[config.mk]
export PLATFORM = sky130hd
export DESIGN_NAME = alu_issue_queue
export DESIGN_NICKNAME = d
export VERILOG_FILES = /design/src/rtl/alu_issue_queue_pkg.sv /design/src/rtl/alu_issue_queue_iq_select2.sv /design/src/rtl/alu_issue_queue.sv
export SDC_FILE = /design/constraint.sdc
export NUM_CORES = 2
export LEC_CHECK = 0
export BUFFER_PORTS_ARGS = -buffer_cell sky130_fd_sc_hd__clkbuf_2
export CORE_MARGIN = 3
export CORE_UTILIZATION = 24
export DETAILED_ROUTE_END_ITERATION = 8
export GPL_TIMING_DRIVEN = 0
export HOLD_SLACK_MARGIN = 0.15
export PLACE_DENSITY = 0.46
export RECOVER_POWER = 25
export SYNTH_ARGS = -nofsm -noshare
export SYNTH_HDL_FRONTEND = slang
export SYNTH_SLANG_ARGS = --single-unit
export TNS_END_PERCENT = 5
[constraint.sdc]
create_clock -name clk -period 8.55 [get_ports clk]
set_input_delay 1.71 -clock clk [delete_from_list [all_inputs] [get_ports clk]]
set_output_delay 1.71 -clock clk [all_outputs]
set_load 0.01 [all_outputs]
[src/rtl/alu_issue_queue_pkg.sv]
// Shared definitions for the ALU issue queue.
//   UOPBundle  : micro-op as seen by dispatch and the ALUs (.valid marks a live uop)
//   PRFwInfo   : physical register file writeback (wen, rd, data)
//   iq_entry_t : one issue queue slot (valid, uop, per-source ready bits)
//   tag_hit    : true when a source tag matches any valid wakeup tag
package alu_issue_queue_pkg;

  localparam int PRF_AW   = 6;
  localparam int IQ_DEPTH = 8;
  localparam int N_TAGS   = 4;  // two grant destinations + two external writebacks

  typedef struct packed {
    logic              valid;
    logic [3:0]        aluop;
    logic              op0re;
    logic [PRF_AW-1:0] op0PAddr;
    logic              op1re;
    logic [PRF_AW-1:0] op1PAddr;
    logic              dstwe;
    logic [PRF_AW-1:0] dstPAddr;
    logic [5:0]        robIdx;
    logic [7:0]        imm;
  } UOPBundle;

  typedef struct packed {
    logic              wen;
    logic [PRF_AW-1:0] rd;
    logic [31:0]       data;
  } PRFwInfo;

  localparam int UOP_W  = $bits(UOPBundle);
  localparam int PRFW_W = $bits(PRFwInfo);

  typedef struct packed {
    logic     valid;
    UOPBundle uop;
    logic     r0;
    logic     r1;
  } iq_entry_t;

  function automatic logic tag_hit(input logic [PRF_AW-1:0]             src,
                                   input logic [N_TAGS-1:0]             tag_v,
                                   input logic [N_TAGS-1:0][PRF_AW-1:0] tags);
    logic hit;
    hit = 1'b0;
    for (int k = 0; k < N_TAGS; k++) begin
      if (tag_v[k] && (tags[k] == src)) hit = 1'b1;
    end
    return hit;
  endfunction

endpackage

[src/rtl/alu_issue_queue_iq_select2.sv]
// Two-way oldest-first picker.
//   req        : DEPTH-bit request vector, bit 0 is the oldest entry
//   gnt0_valid : a request exists; gnt0_idx is the lowest set index
//   gnt1_valid : a second request exists; gnt1_idx is the second-lowest
module iq_select2 #(
  parameter int DEPTH = 8,
  localparam int IDX_W = $clog2(DEPTH)
) (
  input  logic [DEPTH-1:0] req,
  output logic             gnt0_valid,
  output logic [IDX_W-1:0] gnt0_idx,
  output logic             gnt1_valid,
  output logic [IDX_W-1:0] gnt1_idx
);

  always_comb begin
    gnt0_valid = 1'b0;
    gnt0_idx   = '0;
    gnt1_valid = 1'b0;
    gnt1_idx   = '0;
    for (int i = 0; i < DEPTH; i++) begin
      if (req[i]) begin
        if (!gnt0_valid) begin
          gnt0_valid = 1'b1;
          gnt0_idx   = IDX_W'(i);
        end else if (!gnt1_valid) begin
          gnt1_valid = 1'b1;
          gnt1_idx   = IDX_W'(i);
        end
      end
    end
  end

endmodule

[src/rtl/alu_issue_queue.sv]
// Compacting, oldest-first issue queue feeding two ALUs.
//   clk, rst_n            : clock (rising edge) and asynchronous active-low reset
//   flush                 : discard all entries and the issue selected this cycle
//   enq_valid/enq_uop     : dispatch offer, with busy-table readiness enq_op0rdy/enq_op1rdy
//   enq_ready             : room for one more uop (registered count only)
//   ext_wake0/ext_wake1   : non-ALU writebacks, only wen and rd matter here
//   issue0_uop/issue1_uop : registered grants to ALU0/ALU1, .valid marks an issue
//
// Enqueue handshake: a uop transfers on a rising edge where enq_valid && enq_ready
// && !flush; enq_ready does not depend on enq_valid or on same-cycle issue.
module alu_issue_queue
  import alu_issue_queue_pkg::*;
#(
  parameter int DEPTH = IQ_DEPTH
) (
  input  logic              clk,
  input  logic              rst_n,
  input  logic              flush,
  input  logic              enq_valid,
  input  logic [UOP_W-1:0]  enq_uop,
  input  logic              enq_op0rdy,
  input  logic              enq_op1rdy,
  output logic              enq_ready,
  input  logic [PRFW_W-1:0] ext_wake0,
  input  logic [PRFW_W-1:0] ext_wake1,
  output logic [UOP_W-1:0]  issue0_uop,
  output logic [UOP_W-1:0]  issue1_uop
);

  localparam int IDX_W = $clog2(DEPTH);
  localparam int CNT_W = $clog2(DEPTH + 1);
  localparam logic [CNT_W-1:0] DEPTH_C = CNT_W'(DEPTH);

  iq_entry_t [DEPTH-1:0] entries_q, entries_d;
  logic [CNT_W-1:0]      count_q, count_d;
  UOPBundle              issue0_q, issue0_d;
  UOPBundle              issue1_q, issue1_d;

  UOPBundle enq_u;
  PRFwInfo  wake0, wake1;
  logic     unused_wake_data;

  assign enq_u = enq_uop;
  assign wake0 = ext_wake0;
  assign wake1 = ext_wake1;
  assign unused_wake_data = ^{wake0.data, wake1.data};

  logic [DEPTH-1:0] req;
  logic             gnt0_valid, gnt1_valid;
  logic [IDX_W-1:0] gnt0_idx, gnt1_idx;

  always_comb begin
    for (int i = 0; i < DEPTH; i++) begin
      req[i] = entries_q[i].valid & entries_q[i].r0 & entries_q[i].r1;
    end
  end

  iq_select2 #(.DEPTH(DEPTH)) u_select (
    .req        (req),
    .gnt0_valid (gnt0_valid),
    .gnt0_idx   (gnt0_idx),
    .gnt1_valid (gnt1_valid),
    .gnt1_idx   (gnt1_idx)
  );

  assign enq_ready = (count_q < DEPTH_C);

  // Wakeup tags broadcast this cycle; grant destinations let dependents issue
  // back-to-back through the ALU bypass.
  logic [N_TAGS-1:0]             tag_v;
  logic [N_TAGS-1:0][PRF_AW-1:0] tags;

  always_comb begin
    tag_v[0] = gnt0_valid & entries_q[gnt0_idx].uop.dstwe;
    tags[0]  = entries_q[gnt0_idx].uop.dstPAddr;
    tag_v[1] = gnt1_valid & entries_q[gnt1_idx].uop.dstwe;
    tags[1]  = entries_q[gnt1_idx].uop.dstPAddr;
    tag_v[2] = wake0.wen;
    tags[2]  = wake0.rd;
    tag_v[3] = wake1.wen;
    tags[3]  = wake1.rd;
  end

  logic enq_fire;
  assign enq_fire = enq_valid & enq_ready & ~flush;

  always_comb begin
    iq_entry_t        ent;
    logic [CNT_W-1:0] wr_ptr;
    logic             granted;

    ent        = '0;
    wr_ptr     = '0;
    granted    = 1'b0;
    entries_d  = '0;
    issue0_d   = '0;
    issue1_d   = '0;

    // Survivors shift down in order; wr_ptr ends as count minus grants.
    for (int i = 0; i < DEPTH; i++) begin
      granted = (gnt0_valid && (gnt0_idx == IDX_W'(i))) ||
                (gnt1_valid && (gnt1_idx == IDX_W'(i)));
      if (entries_q[i].valid && !granted) begin
        ent    = entries_q[i];
        ent.r0 = ent.r0 | tag_hit(ent.uop.op0PAddr, tag_v, tags);
        ent.r1 = ent.r1 | tag_hit(ent.uop.op1PAddr, tag_v, tags);
        entries_d[wr_ptr[IDX_W-1:0]] = ent;
        wr_ptr = wr_ptr + CNT_W'(1);
      end
    end

    // enq_ready guarantees wr_ptr < DEPTH here.
    if (enq_fire) begin
      ent       = '0;
      ent.valid = 1'b1;
      ent.uop   = enq_u;
      ent.r0    = ~enq_u.op0re | enq_op0rdy | tag_hit(enq_u.op0PAddr, tag_v, tags);
      ent.r1    = ~enq_u.op1re | enq_op1rdy | tag_hit(enq_u.op1PAddr, tag_v, tags);
      entries_d[wr_ptr[IDX_W-1:0]] = ent;
    end
    count_d = wr_ptr + CNT_W'(enq_fire);

    if (gnt0_valid) begin
      issue0_d       = entries_q[gnt0_idx].uop;
      issue0_d.valid = 1'b1;
    end
    if (gnt1_valid) begin
      issue1_d       = entries_q[gnt1_idx].uop;
      issue1_d.valid = 1'b1;
    end

    if (flush) begin
      entries_d = '0;
      count_d   = '0;
      issue0_d  = '0;
      issue1_d  = '0;
    end
  end

  always_ff @(posedge clk or negedge rst_n) begin
    if (!rst_n) begin
      entries_q <= '0;
      count_q   <= '0;
      issue0_q  <= '0;
      issue1_q  <= '0;
    end else begin
      entries_q <= entries_d;
      count_q   <= count_d;
      issue0_q  <= issue0_d;
      issue1_q  <= issue1_d;
    end
  end

  assign issue0_uop = issue0_q;
  assign issue1_uop = issue1_q;

endmodule

==> impl_metrics.csv <==
group,metric,value,unit
clock_network,cts_root_buf,"clkbuf_16",
critical_path,cp_slowest_stage_delay,1.16,ns
timing,worst_slew_pin_slew,3.939,ns
detailed_routing,post_drt_wl_per_cell,49.62,µm
placement,dpl_cell_area,47460,µm²
pwr,switching_power,1.895,mW
hold_path,hold_depth,2,
run_status,status,"finished with violations",
floorplanning,placementRows,155,
synth,synth_seq_cells,417,
critical_path,r2r-start,"entries_q[301]$_DFF_PN0_",
timing,fin_ws,-0.1388,ns
placement,port-buffer-count,113,
synth,ys_warn_count,0,
synth,ys.flop_type,"dfrtp_1",
critical_path,cpMaxStageDelayCell,"clkbuf_1",
detailed_routing,dr.first_iter.drc_count,11284,
placement,gp_congestion,1.077,
timing,hold_ws,0.6635,ns
grt,antenna_found_initial,45,
run_status,violations,"DRC, capacitance limit, slew limit, setup timing",
critical_path,path_class,"reg -> reg",
detailed_routing,drtPass1Iterations,9,
synth,ys_seq_area_frac,0.2410,
hold_path,hold_start,"entries_q[39]$_DFF_PN0_",
critical_path,cp.required,9.14,ns
timing,min_period_over_period,1.016,
clock_network,clk_pin_slew,0.07,ns
clock_network,clk_latency,0.76,ns
critical_path,start_kind,"flop",
clock_network,numCtsBuffers,69,
critical_path,path_depth,23,
synth,synth_area_per_cell,6.968,µm²
placement,dp_slack,-4.567,ns
clock_network,clock-sinks,417,
synth,synthesis.area,43290,µm²
floorplanning,start_util,0.2421,
detailed_routing,vias_per_cell,6.910,
grt,first_global_vias,56027,
cells_and_area,nNetsFinal,6602,
critical_path,cp_max_fo,15,
detailed_routing,drc,6,
detailed_routing,drtAntennaViolNets,0,
floorplanning,die_w,430.7,µm
critical_path,startpoint,"entries_q[301]$_DFF_PN0_",
pwr,p_clk_frac,0.543,
synth,syn-num-nets,6350,
pwr,p_seq_frac,0.338,
hold_path,worst_hold_path_type,"reg -> reg",
timing,fmax,115.1,MHz
timing,slew_viol_final,625,
grt,track_usage,0.4572,
clock_network,ctsHoldBuffers,0,
floorplanning,io_pins,205,
critical_path,worst-r2r-cell-count,23,
cells_and_area,final_common_cell,"nand2_1",
critical_path,cp-end-kind,"flop",
cells_and_area,area_growth,18.55,%
cells_and_area,final_area,51330,µm²
run,maxCapViolations,25,
timing,setup_viol,36,
grt,grt.overflow.total,0,
timing,slew_headroom,-1.626,
clock_network,htree_levels,3,
critical_path,critPathBufInv,5,
cells_and_area,post-route-util,0.2870,
critical_path,crit_arrival,9.27,ns
synth,async_flop_share,1.000,
critical_path,path_cells,"nand3_1 -> o211ai_1 -> o211ai_4 -> a21oi_2 -> nor3_4 -> a21oi_4 -> buf_12 -> clkinv_16 -> fa_2 -> clkinv_4 -> buf_4 -> a211oi_2 -> a211oi_4 -> ha_1 -> and2_1 -> xnor3_1 -> nand2_1 -> nor2_1 -> clkbuf_1 -> nor3_1 -> nand3_1 -> a41oi_1 -> a211oi_4",
pwr,power_frac_comb,0.119,
cells_and_area,drive_gt1_frac,0.1063,
floorplanning,core_area,178800,µm²
clock_network,cts_tree,"yes",
synth,synth_edf_count,0,
pwr,pwr_density_cell,115.7,nW/µm²
synth,yosys.cell_types.count,110,
placement,post-dp-hpwl,332500,µm
timing,post-route-min-period,8.689,ns
synth,syn-instance-count,6213,
timing,hold_violations,0,
floorplanning,die_area,185500,µm²
cells_and_area,most-common-layout-cells,"nand2_1, clkbuf_1, nor2_1",
detailed_routing,routed_wl,441500,µm
pwr,total_power,5.940,mW
pwr,power_leakage,18.40,nW
pwr,peakVddDrop,0.1391,mV
critical_path,crit_family,"simple AND/OR/NAND/NOR gates",
pwr,intPower,4.045,mW
grt,grt_max_degree,104,
timing,skew,0.04618,ns
clock_network,max-clock-path-buffers,3,
pwr,switching_share,0.3190,
floorplanning,dieHeight,430.7,µm
detailed_routing,vias,61484,
grt,grt_first_pass_wirelength,568600,µm
-- per-layer routing --
layer	GRT usage	routed length [µm]	part of all wire
met4	0.3842	46160	0.10
met5	0	76	0.00017
met3	0.1686	56240	0.13
met2	0.6300	172900	0.39
met1	0.5602	166200	0.38
-- synthesized netlist by cell type, types with 147 or more instances --
cell type / instances / share of area
nand2_1: 1007 / 0.087
clkbuf_1: 710 / 0.062
nor2_1: 487 / 0.042
dfrtp_1: 417 / 0.24
o21ai_0: 414 / 0.048
a211oi_1: 276 / 0.048
o211ai_1: 267 / 0.046
a21oi_1: 243 / 0.028
nand3_1: 225 / 0.026
xnor2_1: 218 / 0.044
nor3_1: 208 / 0.024
o22ai_1: 202 / 0.029
xor2_1: 147 / 0.030
-- final cells by class --
type	count	area [µm²]
fillers	19884	127500
multi-input cells	4824	29900
flip-flops and latches	417	10450
plain buffers	888	3877
well taps	2355	2947
clock buffers	86	1892
repair buffers	185	1281
clock inverters	40	568.0
inverters	80	352.8
diodes	23	57.56
-- cells by family after synthesis --
family | count (synthesis) | synth area share
AND/OR/NAND/NOR | 2281 | 0.2349
AO/OA/AOI/OAI | 2142 | 0.3501
buffers and inverters | 972 | 0.08878
flip-flops | 417 | 0.2410
XOR/XNOR | 371 | 0.07667
multiplexers | 16 | 0.004422
adder cells (fa/ha/maj) | 14 | 0.004162
-- what timing repair did --
action | CTS | global route
gates cloned | 2 | 0
endpoints found under the setup margin | 337 | 337
setup buffers | 19 | 19
gates resized for setup | 238 | 46
pin swaps | 16 | 13
-- worst reg2reg max path, cell delays in order, from the launching register on --
cell and delay, ns:
dfrtp_1 0.81, nand3_1 0.68, o211ai_1 0.56, o211ai_4 0.16, a21oi_2 0.25, nor3_4 0.09, a21oi_4 0.15, buf_12 0.18
clkinv_16 0.14, fa_2 0.66, clkinv_4 0.11, buf_4 0.16, a211oi_2 0.26, a211oi_4 0.09, ha_1 0.19, and2_1 0.16
xnor3_1 0.55, nand2_1 0.31, nor2_1 0.75, clkbuf_1 1.17, nor3_1 0.28, nand3_1 0.17, a41oi_1 0.19, a211oi_4 0.46
-- power by group through the flow --
stage	clock [mW]	sequential, mW	combinational [mW]
2_1_floorplan	0	2.03	0.293
3_3_place_gp	0	2.05	0.612
3_5_place_dp	0	2.05	0.625
4_1_cts	3.22	2.01	0.664
5_1_grt	3.28	2.01	0.704
6_report	3.23	2.01	0.705
-- final timing paths --
| kind | endpoint | slack (ns) |
|---|---|---|
| min reg2reg | issue1_uop[37]$_DFF_PN0_ | 0.66 |
| max reg2reg | entries_q[129]$_DFF_PN0_ | -0.14 |
| max | entries_q[129]$_DFF_PN0_ | -0.14 |
| min | issue1_uop[37]$_DFF_PN0_ | 0.66 |
| max in group asynchronous | entries_q[42]$_DFF_PN0_ | 1.65 |
| min in group asynchronous | entries_q[286]$_DFF_PN0_ | 2.29 |
-- metrics by stage --
| stage | setup TNS (ns) | cells |
|---|---|---|
| after CTS | 0 | 8857 |
| final | -1.590 | 8898 |
| after global placement | -4203.74 | 8681 |
| after detailed placement | -1307.34 | 8713 |
| after floorplan | 0 | 6213 |
| after global routing | -0.01233 | 8876 |
-- sequential cells by signal, summed over array words and instances (netlist names) --
name        count
entries_q     336
count_q         1
issue1_uop     40
issue0_uop     40
Note: power is estimated with default switching activity, not from simulation.
